===== src/rtl/event_blinker_pkg.sv =====
// Shared definitions for the event blinker: state encoding and the
// elaboration-time helpers that size the prescaler and tick counter.
package event_blinker_pkg;

   // Blinker FSM states; o_out is high only in ST_ON.
   typedef enum logic [1:0] {
      ST_IDLE = 2'd0,
      ST_ON   = 2'd1,
      ST_OFF  = 2'd2
   } state_e;

   // Clock cycles per timing tick; never below 1 so the prescaler stays legal.
   function automatic int unsigned calc_div(input int unsigned clk_hz,
                                            input int unsigned tick_hz);
      int unsigned div;
      div = (tick_hz == 0) ? 1 : clk_hz / tick_hz;
      if (div == 0) div = 1;
      return div;
   endfunction

   // Bits needed for a counter that must represent max_val (at least 1 bit).
   function automatic int unsigned cnt_width(input int unsigned max_val);
      return (max_val < 2) ? 1 : $clog2(max_val + 1);
   endfunction

   function automatic int unsigned max_u(input int unsigned a,
                                         input int unsigned b);
      return (a > b) ? a : b;
   endfunction

endpackage


===== src/rtl/event_blinker_tick_gen.sv =====
// tick_gen: clearable prescaler producing a one-cycle tick every DIV cycles.
//   clk    - system clock
//   reset  - asynchronous active-low reset
//   clear  - force the count to 0 on the next edge (priority over enable)
//   enable - advance the count on the next edge
//   tick   - registered, high during the cycle in which the count is DIV-1
// clear/enable qualify the count of the *next* cycle so the registered tick
// lines up exactly with count == DIV-1.
module tick_gen
   import event_blinker_pkg::*;
#(
   parameter int unsigned DIV = 10
) (
   input  logic clk,
   input  logic reset,
   input  logic clear,
   input  logic enable,
   output logic tick
);

   localparam int unsigned CNT_W = cnt_width(DIV - 1);
   localparam logic [CNT_W-1:0] LAST = CNT_W'(DIV - 1);

   logic [CNT_W-1:0] cnt_q, cnt_d;
   logic             tick_q, tick_d;

   // Next count and the tick that coincides with it.
   always_comb begin
      cnt_d  = cnt_q;
      tick_d = 1'b0;
      if (clear) begin
         cnt_d = '0;
      end else if (enable) begin
         cnt_d = (cnt_q == LAST) ? '0 : cnt_q + CNT_W'(1);
      end
      tick_d = enable && (cnt_d == LAST);
   end

   always_ff @(posedge clk or negedge reset) begin
      if (!reset) begin
         cnt_q  <= '0;
         tick_q <= 1'b0;
      end else begin
         cnt_q  <= cnt_d;
         tick_q <= tick_d;
      end
   end

   assign tick = tick_q;

endmodule


===== src/rtl/event_blinker.sv =====
// event_blinker: stretches single-cycle events into human-visible pulses of
// ON_TICKS ticks separated by at least OFF_TICKS ticks, queuing events that
// arrive while a pulse or gap is in progress.
//   clk       - system clock, rising edge
//   reset     - asynchronous active-low reset, clears the queue
//   i_pulse   - one event per high cycle
//   o_out     - stretched pulse (registered, high in ON)
//   o_busy    - registered, high whenever not IDLE
//   o_pending - queued events not yet started
//   o_drop    - one cycle per event lost to a full queue
module event_blinker
   import event_blinker_pkg::*;
#(
   parameter int unsigned CLK_HZ    = 100_000_000,
   parameter int unsigned TICK_HZ   = 1_000,
   parameter int unsigned ON_TICKS  = 100,
   parameter int unsigned OFF_TICKS = 100,
   parameter int unsigned PEND_W    = 4
) (
   input  logic              clk,
   input  logic              reset,
   input  logic              i_pulse,
   output logic              o_out,
   output logic              o_busy,
   output logic [PEND_W-1:0] o_pending,
   output logic              o_drop
);

   localparam int unsigned DIV    = calc_div(CLK_HZ, TICK_HZ);
   localparam int unsigned TCNT_W = cnt_width(max_u(ON_TICKS, OFF_TICKS));
   localparam logic [TCNT_W-1:0] ON_LAST  = TCNT_W'(ON_TICKS - 1);
   localparam logic [TCNT_W-1:0] OFF_LAST = TCNT_W'(OFF_TICKS - 1);
   localparam logic [PEND_W-1:0] PEND_MAX = '1;

   state_e              state_q, state_d;
   logic [TCNT_W-1:0]   tcnt_q, tcnt_d;
   logic [PEND_W-1:0]   pend_q, pend_d;
   logic                out_q, out_d;
   logic                busy_q, busy_d;
   logic                drop_q, drop_d;
   logic                have_evt;
   logic                start;
   logic                tick;
   logic                tg_clear;
   logic                tg_enable;

   // Prescaler restarts on every state change and idles at 0.
   tick_gen #(
      .DIV (DIV)
   ) u_tick_gen (
      .clk    (clk),
      .reset  (reset),
      .clear  (tg_clear),
      .enable (tg_enable),
      .tick   (tick)
   );

   // Next state, tick counter, event queue and registered output decode.
   always_comb begin
      state_d   = state_q;
      tcnt_d    = tcnt_q;
      pend_d    = pend_q;
      drop_d    = 1'b0;
      out_d     = 1'b0;
      busy_d    = 1'b0;
      tg_clear  = 1'b0;
      tg_enable = 1'b0;
      start     = 1'b0;
      have_evt  = i_pulse || (pend_q != '0);

      case (state_q)
         ST_IDLE: begin
            if (have_evt) state_d = ST_ON;
         end
         ST_ON: begin
            if (tick && (tcnt_q == ON_LAST)) state_d = ST_OFF;
         end
         ST_OFF: begin
            if (tick && (tcnt_q == OFF_LAST)) state_d = have_evt ? ST_ON : ST_IDLE;
         end
         default: state_d = ST_IDLE;
      endcase

      start = (state_d == ST_ON) && (state_q != ST_ON);

      // Tick counter and prescaler both restart on entry and hold 0 in IDLE.
      tg_clear  = (state_d != state_q) || (state_d == ST_IDLE);
      tg_enable = (state_d != ST_IDLE);
      if (tg_clear) begin
         tcnt_d = '0;
      end else if (tick) begin
         tcnt_d = tcnt_q + TCNT_W'(1);
      end

      // A start consumes the live pulse first; only otherwise the queue.
      if (start && !i_pulse) begin
         pend_d = pend_q - PEND_W'(1);
      end else if (i_pulse && !start) begin
         if (pend_q == PEND_MAX) drop_d = 1'b1;
         else                    pend_d = pend_q + PEND_W'(1);
      end

      out_d  = (state_d == ST_ON);
      busy_d = (state_d != ST_IDLE);
   end

   always_ff @(posedge clk or negedge reset) begin
      if (!reset) begin
         state_q <= ST_IDLE;
         tcnt_q  <= '0;
         pend_q  <= '0;
         out_q   <= 1'b0;
         busy_q  <= 1'b0;
         drop_q  <= 1'b0;
      end else begin
         state_q <= state_d;
         tcnt_q  <= tcnt_d;
         pend_q  <= pend_d;
         out_q   <= out_d;
         busy_q  <= busy_d;
         drop_q  <= drop_d;
      end
   end

   assign o_out     = out_q;
   assign o_busy    = busy_q;
   assign o_pending = pend_q;
   assign o_drop    = drop_q;

endmodule


===== config.mk =====
export PLATFORM = sky130hd
export DESIGN_NAME = event_blinker
export DESIGN_NICKNAME = d
export VERILOG_FILES = /design/src/rtl/event_blinker_pkg.sv /design/src/rtl/event_blinker_tick_gen.sv /design/src/rtl/event_blinker.sv
export SDC_FILE = /design/constraint.sdc
export NUM_CORES = 1
export LEC_CHECK = 0
export ABC_AREA = 1
export BUFFER_PORTS_ARGS = -buffer_cell sky130_fd_sc_hd__buf_4
export CAP_MARGIN = 40
export CELL_PAD_IN_SITES_DETAIL_PLACEMENT = 1
export CELL_PAD_IN_SITES_GLOBAL_PLACEMENT = 1
export CORE_UTILIZATION = 25
export CTS_CLUSTER_SIZE = 20
export DETAILED_ROUTE_END_ITERATION = 7
export GPL_TIMING_DRIVEN = 0
export PLACE_DENSITY_LB_ADDON = 0.1
export SLEW_MARGIN = 0
export SYNTH_ARGS = -nofsm -noshare
export SYNTH_HDL_FRONTEND = slang
export SYNTH_SLANG_ARGS = --single-unit
export TNS_END_PERCENT = 50

===== constraint.sdc =====
create_clock -name clk -period 2.5 [get_ports clk]
set_input_delay 0.25 -clock clk [delete_from_list [all_inputs] [get_ports clk]]
set_output_delay 0.25 -clock clk [all_outputs]
set_load 0.005 [all_outputs]

==> metrics.md <==
| Metric | Value |
|---|---|
| Status | `completed` |
| Routed via count | `1958` |
| Placed insts | `422` |
| Detailed Route WL | `6.31 mm` |
| CORE AREA | `8680 µm²` |
| Die Area | `9320 µm²` |
| H-tree depth | `2` |
| Hold crit path type | `in -> reg` |
| Placed instance area | `2440 µm²` |
| Grt ovf | `0` |
| Crit-path cells | `ha_2 > nand2_2 > nor2_4 > nand3_1 > nand3_4 > buf_4 > nand2_4 > buf_6 > nand2_1 > nand3_1 > nor2_1 > nand2_1 > nor2_1 > nand2_1 > nor2_1` |
| Setup violations, final | `0` |
| Worst-case clock skew | `0.00303 ns` |
| Crit Path Category | `reg -> reg` |
| Share of cells above drive strength 1 | `17.1%` |
| Max-slew headroom | `67.4%` |
| Starting Density | `25.7%` |
| Top cell type by total area after synthesis | `dfrtp_1` |
| Worst-path clk slew | `0.08 ns` |
| VDD IR max | `0.365 mV` |
| Row Count | `34` |
| Largest cells by area after synthesis | `dfrtp_1 (38%), nand3_1 (10%), nand2_1 (9.7%), inv_1 (8.2%), nor2_1 (7.6%)` |
| Post-Syn Nets | `315` |
| LEAKAGE | `1.26 nW` |
| Die W | `96.5 µm` |
| Setup WS post-layout | `0.192 ns` |
| Ys Warns | `0` |
| WL per Instance | `14.5 µm` |
| Setup slack, reg-to-reg | `0.19 ns` |
| Period utilization | `92.3%` |
| Post-synth top area share | `38.1%` |
| CP peak stage delay | `0.38 ns` |
| Root Buffer | `clkbuf_8` |
| Storage element area | `852 µm²` |
| Drt first pass iters | `4` |
| Gr usage total | `15.4%` |
| # diodes | `0` |
| Post-synthesis cell count | `305` |
| Synthesized flop and latch total | `34` |
| Fillers | `1088` |
| Worst setup SP type | `flip-flop` |
| Number of port buffers | `9` |
| Final Instance Area | `2640 µm²` |
| Ports | `10` |
| Metal-1 WL | `3.22 mm` |
| Nets@finish | `337` |
| Vias per cell | `4.49` |
| Crit path to | `u_tick_gen.tick` |
| Die height | `96.5 µm` |
| Layout area overhead | `18.0%` |
| Number of global-route vias before repair | `1988` |
| Slew @ Worst Pin | `0.490 ns` |
| Routability Congestion | `0.768` |
| Worst r2r path cells | `15` |
| Multi-input logic area | `1190 µm²` |
| Initial antenna violation count | `0` |
| Non-filler cells, final | `436` |
| Crit Reg-Reg Endpoint | `u_tick_gen.tick` |
| Max Root-Sink Buffers | `2` |
| Final Hold Fails | `0` |
| Post-route ant nets | `0` |
| CP arrival | `2.54 ns` |
| RSZ-0062 raised after global routing | `true` |
| Dpl hpwl | `4.63 mm` |
| CTS buffer count | `5` |
| Final min period | `2.31 ns` |
| Critical path fanouts, max | `14` |
| Pwr dens | `629 nW/µm²` |
| Max Cap Viol | `0` |
| Highest metal used | `met4` |
| WL met3 | `92 µm` |
| First-pass GRT wire length | `10.5 mm` |
| TritonCTS clock tree | `done` |
| Remaining DRCs | `0` |
| Post-Place Setup Slack | `-0.356 ns` |
| Nature of the critical path endpoint | `flip-flop` |
| Largest net degree at the start of global routing | `35` |
| Crit-path slowest cell | `dfrtp_1` |
| Pins over their slew limit | `0` |
| Sequential area share after synthesis | `38.1%` |
| Worst-Skew Late Latency | `0.29 ns` |
| Synth cell types | `32` |
| Setup TNS Final | `0 ns` |
| Sink Count | `34` |
| Mapped Area | `2230 µm²` |
| RR Startpoint | `tcnt_q[0]` |
| Fmax | `0.433 GHz` |
| CP startpoint | `tcnt_q[0]` |
| Syn Area/Cell | `7.32 µm²` |
| Commonest non-fill, non-tap cells in the layout | `nand2_1 (58), inv_1 (49), nand3_1 (44), nor2_1 (44), dfrtp_1 (33)` |
| WP data required | `2.73 ns` |
| DRT iter0 DRCs | `57` |
| Met2 wire len | `2.92 mm` |
| Commonest non-fill, non-tap cell in the layout | `nand2_1` |
[cells in the mapped netlist]
library cell  instances
nand2_1              58
inv_1                49
nand3_1              45
nor2_1               45
dfrtp_1              34
xor2_1               12
o21ai_0               8
nand2_2               7
ha_1                  6
nor3_1                6
nand4_1               5
buf_2                 3
buf_6                 3
nor2_4                3
a21oi_1               2
nor2_2                2
nor3_2                2
a211oi_1              1
a211oi_2              1
a21oi_2               1
clkinv_2              1
fa_1                  1
inv_2                 1
nand2_4               1
nand3_4               1
nand3b_1              1
nor3b_1               1
nor4_1                1
o21a_1                1
o21ai_1               1
o21ai_2               1
o21bai_1              1
[stage by stage]
stage | total power [mW] | hold slack [ns] | utilization (%)
detailed placement | 1.21 | 0.264 | 28.1
finish | 1.66 | 0.338 | 30.4
global placement | 1.21 | 0.255 | 28.1
global route | 1.82 | 0.393 | 30.4
CTS | 1.69 | 0.320 | 29.3
floorplan | 1.05 | -0.0456 | -
[cell families (layout without fill, tap and decap cells)]
group | count (synthesis) | count (layout) | synth area share [%]
AND/OR/NAND/NOR | 178 | 178 | 37.3
buffers and inverters | 57 | 80 | 10.8
flip-flops | 34 | 34 | 38.1
AO/OA/AOI/OAI | 17 | 17 | 4.82
XOR/XNOR | 12 | 12 | 4.71
adder cells (fa/ha/maj) | 7 | 7 | 4.26
[worst min path at each step]
| stage | startpoint | endpoint | cells after the start |
|---|---|---|---|
| after floorplan | reset | o_busy | 0 |
| after global placement | reset | u_tick_gen.cnt_q[8] | 1 |
| after detailed placement | reset | u_tick_gen.cnt_q[8] | 1 |
| after CTS | i_pulse | o_drop | 4 |
| after global routing | i_pulse | o_drop | 4 |
| final | i_pulse | o_drop | 4 |
[flip-flops by register name, summed over array words and instances (netlist names)]
name and cells:
o_busy 1, o_drop 1, o_out 1, o_pending 4, state_q 2, tcnt_q 7, u_tick_gen.cnt_q 17, u_tick_gen.tick 1
[critical path, delay by kind of cell (launching register included)]
| kind | cells | cell delay (ns) |
|---|---|---|
| DFF | 1 | 0.38 |
| and+or+nand+nor | 12 | 1.29 |
| buffers and inverters | 2 | 0.40 |
| adders and majority gates | 1 | 0.18 |
[power by group]
group	leakage [nW]	switching (mW)	internal (mW)
logic	0.778	0.285	0.193
clock network	0.0472	0.221	0.222
registers	0.436	0.102	0.635
[what timing repair did]
action	in CTS	in global routing
pin swaps	0	4
hold buffers	1	0
hold endpoints to repair	34	0
resized for setup	1	9
buffers inserted	1	5
setup endpoints to repair	4	2
[metal layers]
metal | vias up | GRT usage [%]
met2 | 9 | 24.6
li1 | 1000 | -
met1 | 944 | 21.4
met3 | 5 | 2.82
met5 | - | 0
met4 | 0 | 4.04
[layout make-up]
class	instances	share of cell area, %
Multi-Input combinational cell	214	45.3
Sequential cell	34	32.3
Inverter	51	7.31
Tap cell	108	5.13
Timing Repair Buffer	16	4.65
Clock buffer	6	3.13
Buffer	5	1.66
Clock inverter	2	0.475
No activity file was read; power rests on OpenSTA's default activity.
